**src/rtl/fir_pkg.sv**
```systemverilog
// Shared types and fixed-point helpers for the time-multiplexed FIR sequencer.
// round_trunc works on a 128-bit sign-extended accumulator so callers of any width can share it.
package fir_pkg;

  typedef enum logic [1:0] {IDLE, ACCUM, OUT} state_t;

  function automatic int acc_width(input int data_width, input int num_taps);
    return 2 * data_width + $clog2(num_taps);
  endfunction

  // Round half-up at bit q-1, then keep dw bits starting at bit q (wraps, no saturation).
  function automatic logic signed [127:0] round_trunc(input logic signed [127:0] acc,
                                                      input int q, input int dw);
    logic signed [127:0] shifted;
    logic [127:0] mask;
    shifted = (acc + (128'sd1 <<< (q - 1))) >>> q;
    mask = (128'd1 << dw) - 128'd1;
    return shifted & mask;
  endfunction

endpackage

```
**src/rtl/fir_mac_step.sv**
```systemverilog
// Registered signed multiply-accumulate; sum exposes acc + a*b so the final tap can be rounded
// in the same cycle it is computed.
module fir_mac_step #(
  parameter int DATA_WIDTH = 16,
  parameter int ACC_WIDTH  = 35
) (
  input  logic                         clk,
  input  logic                         clr,
  input  logic                         en,
  input  logic signed [DATA_WIDTH-1:0] a,
  input  logic signed [DATA_WIDTH-1:0] b,
  output logic signed [ACC_WIDTH-1:0]  sum
);

  logic signed [ACC_WIDTH-1:0]    acc;
  logic signed [2*DATA_WIDTH-1:0] prod;

  assign prod = a * b;
  assign sum  = acc + {{(ACC_WIDTH - 2*DATA_WIDTH){prod[2*DATA_WIDTH-1]}}, prod};

  always_ff @(posedge clk) begin
    if (clr)
      acc <= '0;
    else if (en)
      acc <= sum;
  end

endmodule

```
**src/rtl/fir_mac_sequencer.sv**
```systemverilog
// Time-multiplexed FIR: one MAC walks the taps over NUM_TAPS cycles per sample, owning the
// delay line and a writable coefficient bank; results leave over a valid/ready handshake.
module fir_mac_sequencer
  import fir_pkg::*;
#(
  parameter int DATA_WIDTH = 16,
  parameter int NUM_TAPS   = 8,
  parameter int Q_FORMAT   = 16
) (
  input  logic                         clk,
  input  logic                         rst,
  input  logic                         in_valid,
  output logic                         in_ready,
  input  logic signed [DATA_WIDTH-1:0] in_data,
  output logic                         out_valid,
  input  logic                         out_ready,
  output logic signed [DATA_WIDTH-1:0] out_data,
  input  logic                         coef_wr_en,
  input  logic [$clog2(NUM_TAPS)-1:0]  coef_wr_addr,
  input  logic signed [DATA_WIDTH-1:0] coef_wr_data,
  output logic                         coef_wr_ready,
  output logic                         busy
);

  localparam int AW    = $clog2(NUM_TAPS);
  localparam int ACC_W = acc_width(DATA_WIDTH, NUM_TAPS);
  localparam logic [AW-1:0] K_LAST = AW'(NUM_TAPS - 1);
  localparam logic [AW:0]   TAPS   = (AW + 1)'(NUM_TAPS);

  state_t state, state_nxt;

  logic signed [DATA_WIDTH-1:0] x    [NUM_TAPS];
  logic signed [DATA_WIDTH-1:0] coef [NUM_TAPS];
  logic [AW-1:0]                k;
  logic                         accept, last_tap, coef_we;
  logic signed [ACC_W-1:0]      mac_sum;
  logic signed [127:0]          sum_ext;

  assign accept   = (state == IDLE) && in_valid;
  assign last_tap = (state == ACCUM) && (k == K_LAST);
  assign coef_we  = coef_wr_en && (state == IDLE) && ({1'b0, coef_wr_addr} < TAPS);
  assign sum_ext  = {{(128 - ACC_W){mac_sum[ACC_W-1]}}, mac_sum};

  fir_mac_step #(
    .DATA_WIDTH(DATA_WIDTH),
    .ACC_WIDTH (ACC_W)
  ) u_mac (
    .clk(clk),
    .clr(rst || accept),
    .en (state == ACCUM),
    .a  (coef[k]),
    .b  (x[k]),
    .sum(mac_sum)
  );

  always_ff @(posedge clk) begin
    if (rst)
      state <= IDLE;
    else
      state <= state_nxt;
  end

  always_comb begin
    state_nxt     = state;
    in_ready      = 1'b0;
    coef_wr_ready = 1'b0;
    out_valid     = 1'b0;
    busy          = (state != IDLE);
    case (state)
      IDLE: begin
        in_ready      = 1'b1;
        coef_wr_ready = 1'b1;
        if (in_valid)
          state_nxt = ACCUM;
      end
      ACCUM: begin
        if (k == K_LAST)
          state_nxt = OUT;
      end
      OUT: begin
        out_valid = 1'b1;
        if (out_ready)
          state_nxt = IDLE;
      end
      default: state_nxt = IDLE;
    endcase
  end

  // Coefficient writes land on the accept edge, so a same-cycle write is seen by the first tap.
  always_ff @(posedge clk) begin
    if (rst) begin
      for (int i = 0; i < NUM_TAPS; i++) begin
        x[i]    <= '0;
        coef[i] <= '0;
      end
      k        <= '0;
      out_data <= '0;
    end else begin
      if (accept) begin
        x[0] <= in_data;
        for (int i = 1; i < NUM_TAPS; i++)
          x[i] <= x[i-1];
        k <= '0;
      end else if (state == ACCUM) begin
        k <= last_tap ? '0 : k + 1'b1;
      end
      if (last_tap)
        out_data <= DATA_WIDTH'(round_trunc(sum_ext, Q_FORMAT, DATA_WIDTH));
      if (coef_we)
        coef[coef_wr_addr] <= coef_wr_data;
    end
  end

endmodule

```
**config.mk**
```make
export PLATFORM = sky130hd
export DESIGN_NAME = fir_mac_sequencer
export DESIGN_NICKNAME = d
export VERILOG_FILES = /design/src/rtl/fir_pkg.sv /design/src/rtl/fir_mac_step.sv /design/src/rtl/fir_mac_sequencer.sv
export SDC_FILE = /design/constraint.sdc
export NUM_CORES = 1
export LEC_CHECK = 0
export ABC_CLOCK_PERIOD_IN_PS = 33600
export BUFFER_PORTS_ARGS = -buffer_cell sky130_fd_sc_hd__buf_2
export CAP_MARGIN = 5
export CORE_MARGIN = 5
export CORE_UTILIZATION = 38
export DETAILED_ROUTE_END_ITERATION = 7
export GPL_TIMING_DRIVEN = 1
export PLACE_DENSITY = 0.57
export SYNTH_ARGS = -nofsm -noshare
export SYNTH_HDL_FRONTEND = slang
export SYNTH_SLANG_ARGS = --single-unit
export TNS_END_PERCENT = 10
```
**constraint.sdc**
```tcl
create_clock -name clk -period 33.6 [get_ports clk]
set_input_delay 0 -clock clk [delete_from_list [all_inputs] [get_ports clk]]
set_output_delay 0 -clock clk [all_outputs]
set_load 0.05 [all_outputs]
```
==> flow_metrics.tcl <==
set metrics [dict create \
    status "finished clean" \
    slew_headroom_pct 19.3 \
    synth.most_common_cell "inv_1" \
    synthSimpleGateAreaFrac_pct 15.6 \
    crit_path_start_kind "register" \
    grt_util_met2_pct 29.1 \
    die_area_um2 71900 \
    fin_ws_ns 22.31 \
    synth_top_family_by_area "adder cells" \
    die_w_um 268 \
    synth_top_cell_area_share_pct 30.4 \
    synth_cell_types 74 \
    path_buf_inv 5 \
    met1_usage_pct 24.7 \
    clk_latency_ns 0.56 \
    cpLargestDelayFamily "adder cells" \
    ys_seq_area_share_pct 34.8 \
    finalClockSkew_ns 0.0201 \
    cts_hold_buf 33 \
    maxCapViolations 0 \
    path_max_fanout 40 \
    period_needed_ns 11.29 \
    die_h_um 268 \
    period_share_pct 33.6 \
    firstDrtPassIters 5 \
    utilization_pct 42.6 \
    fmax_mhz 88.6 \
    totalWireLength_um 63100 \
    ant_nets 0 \
    synth-xor-area-share_pct 2.38 \
    synth_fa_ha_area_share_pct 26.7 \
    cts_resized 0 \
    core_area_um2 66000 \
    tightest_slew_ns 1.18 \
    maxSlewViolCount 0 \
    drive_gt1_share_pct 11.4 \
    rows 94 \
    yosysWarnings 0 \
    grt_pass1_vias 18200 \
    ioPinCount 60 \
    grt.total_usage_pct 17.7 \
    fin_area_um2 28100 \
    gp_congestion 0.869 \
    crit_type "register to register" \
    netlist_area_um2 25300 \
    async_reset_ff_share_pct 0 \
    diodes 0 \
    top_usage_layer "met2" \
    overflow 0 \
    cts_sinks 312 \
    synth_cells 2315 \
    antenna_found_initial 1 \
    rsz0062_at_grt "no" \
    worstPathArrival_ns 11.78 \
    hold_viol_final 0 \
    viasPerCell 5.24 \
    cts_buffer_depth 3 \
    met3_usage_pct 2.85 \
    synth_largest_area_cell "edfxtp_1" \
    fillers 6198 \
    synth-seq-cells 312 \
    synth-edff-count 256 \
    ys.flop_type "edfxtp_1" \
    synth_compound_area_share_pct 6.44 \
    grt_pass1_wl_um 101000 \
    hp-class "input pin to register" \
    place_ws_ns 22.42 \
    routedWlPerCell_um 19.3 \
    holdCritStartpoint "rst" \
    grt_start_max_net_pins 99 \
    route.detailed.drc 0 \
    syn_nets 2737 \
    cp.required_ns 34.08 \
    synth_top_cells_by_area "edfxtp_1 (30%), fa_1 (21%), ha_1 (5.9%)" \
    synth_area_per_cell_um2 10.9 \
    start_util_pct 38.4 \
    finalSetupTns_ns 0 \
    cts_buffers 38 \
    path_common_cell "fa_1" \
    clk_pin_slew_worst_paths_ns 0.06 \
    max_stage_delay_ns 0.94 \
    cp-end-kind "register" \
    muxShareOfSynthArea_pct 7.82 \
    vias 17100 \
    finalSetupViolCount 0 \
    cts_tree "built" \
    io_buffer_count 59 \
    placed_area_um2 26600 \
    h-tree-depth 2 \
    synth_common_cells "inv_1 (318), fa_1 (263), edfxtp_1 (256)" \
    dp_hpwl_um 45500 \
    cts_root_buf "clkbuf_16" \
    drtIter0Drc 1190 \
    nNetsFinal 2803 \
    cp_slowest_cell "mux2i_1" \
    synthToLayoutAreaGrowth_pct 10.9 \
    cts_setup_buffers 0 \
]
cells in the final DEF (no fill, tap or decap), types with 33 or more instances in the layout:
| master | n |
|---|---|
| inv_1 | 318 |
| fa_1 | 263 |
| edfxtp_1 | 256 |
| nand2_1 | 198 |
| nor2_1 | 181 |
| and2_1 | 141 |
| ha_1 | 119 |
| and3_1 | 108 |
| a21oi_1 | 80 |
| mux4_2 | 64 |
| buf_2 | 59 |
| dfxtp_1 | 53 |
| xnor2_1 | 44 |
| nor2b_1 | 41 |
| clkbuf_16 | 39 |
| dlygate4sd3_1 | 33 |
metrics by stage:
stage | cells | hold WS [ns]
after detailed placement | 3172 | 0.277
after floorplan | 2315 | 0.182
after global routing | 3268 | 0.139
final | 3268 | 0.112
after global placement | 3172 | 0.270
after CTS | 3268 | 0.0991
kinds of logic after synthesis:
logic type               Yosys count
buffers and inverters            415
adder cells (fa/ha/maj)          382
XOR/XNOR                          67
AO/OA/AOI/OAI                    240
flip-flops                       312
multiplexers                     115
AND/OR/NAND/NOR                  784
worst paths after layout:
| path | slack (ns) | cells past startpoint | to |
|---|---|---|---|
| worst min register to register | 0.45 | 2 | out_data[6]$_SDFFE_PP0P_ |
| worst max register to register | 22.31 | 34 | out_data[15]$_SDFFE_PP0P_ |
| worst min-delay path | 0.11 | 3 | out_data[7]$_SDFFE_PP0P_ |
| worst max-delay path | 22.31 | 34 | out_data[15]$_SDFFE_PP0P_ |
registers in the layout, summed over array words and instances (netlist names), named ones only:
name       cells
u_mac.acc     32
out_data      16
coef         128
k              3
x            128
state          2
metal layers:
metal  part of all wire, %  up-vias
met5                 0.021        -
met2                    48      394
met4                   2.3        2
li1                      -     7888
met3                   5.0       93
met1                    45     8743
cell type report:
class / instances / area, um2 / share of cell area [%]
Multi-Input combinational cell: 1588 / 14900 / 53.2
Sequential cell: 312 / 8810 / 31.4
Inverter: 318 / 1190 / 4.25
Tap cell: 864 / 1080 / 3.85
Clock buffer: 49 / 1020 / 3.64
Timing Repair Buffer: 123 / 858 / 3.06
Clock inverter: 14 / 165 / 0.588
worst register-to-register path: cells and delay by family (launching register included):
kind,cells,cell delay (ns)
adder cells (fa/ha/maj),8,3.62
AO/OA/AOI/OAI,10,2.40
AND/OR/NAND/NOR,7,1.70
multiplexers,2,1.40
buffers and inverters,5,0.87
flip-flops,1,0.78
XOR/XNOR,2,0.45
Power is not shown: default switching activity piles up to over one toggle a cycle in this logic, so the estimate is an artifact.
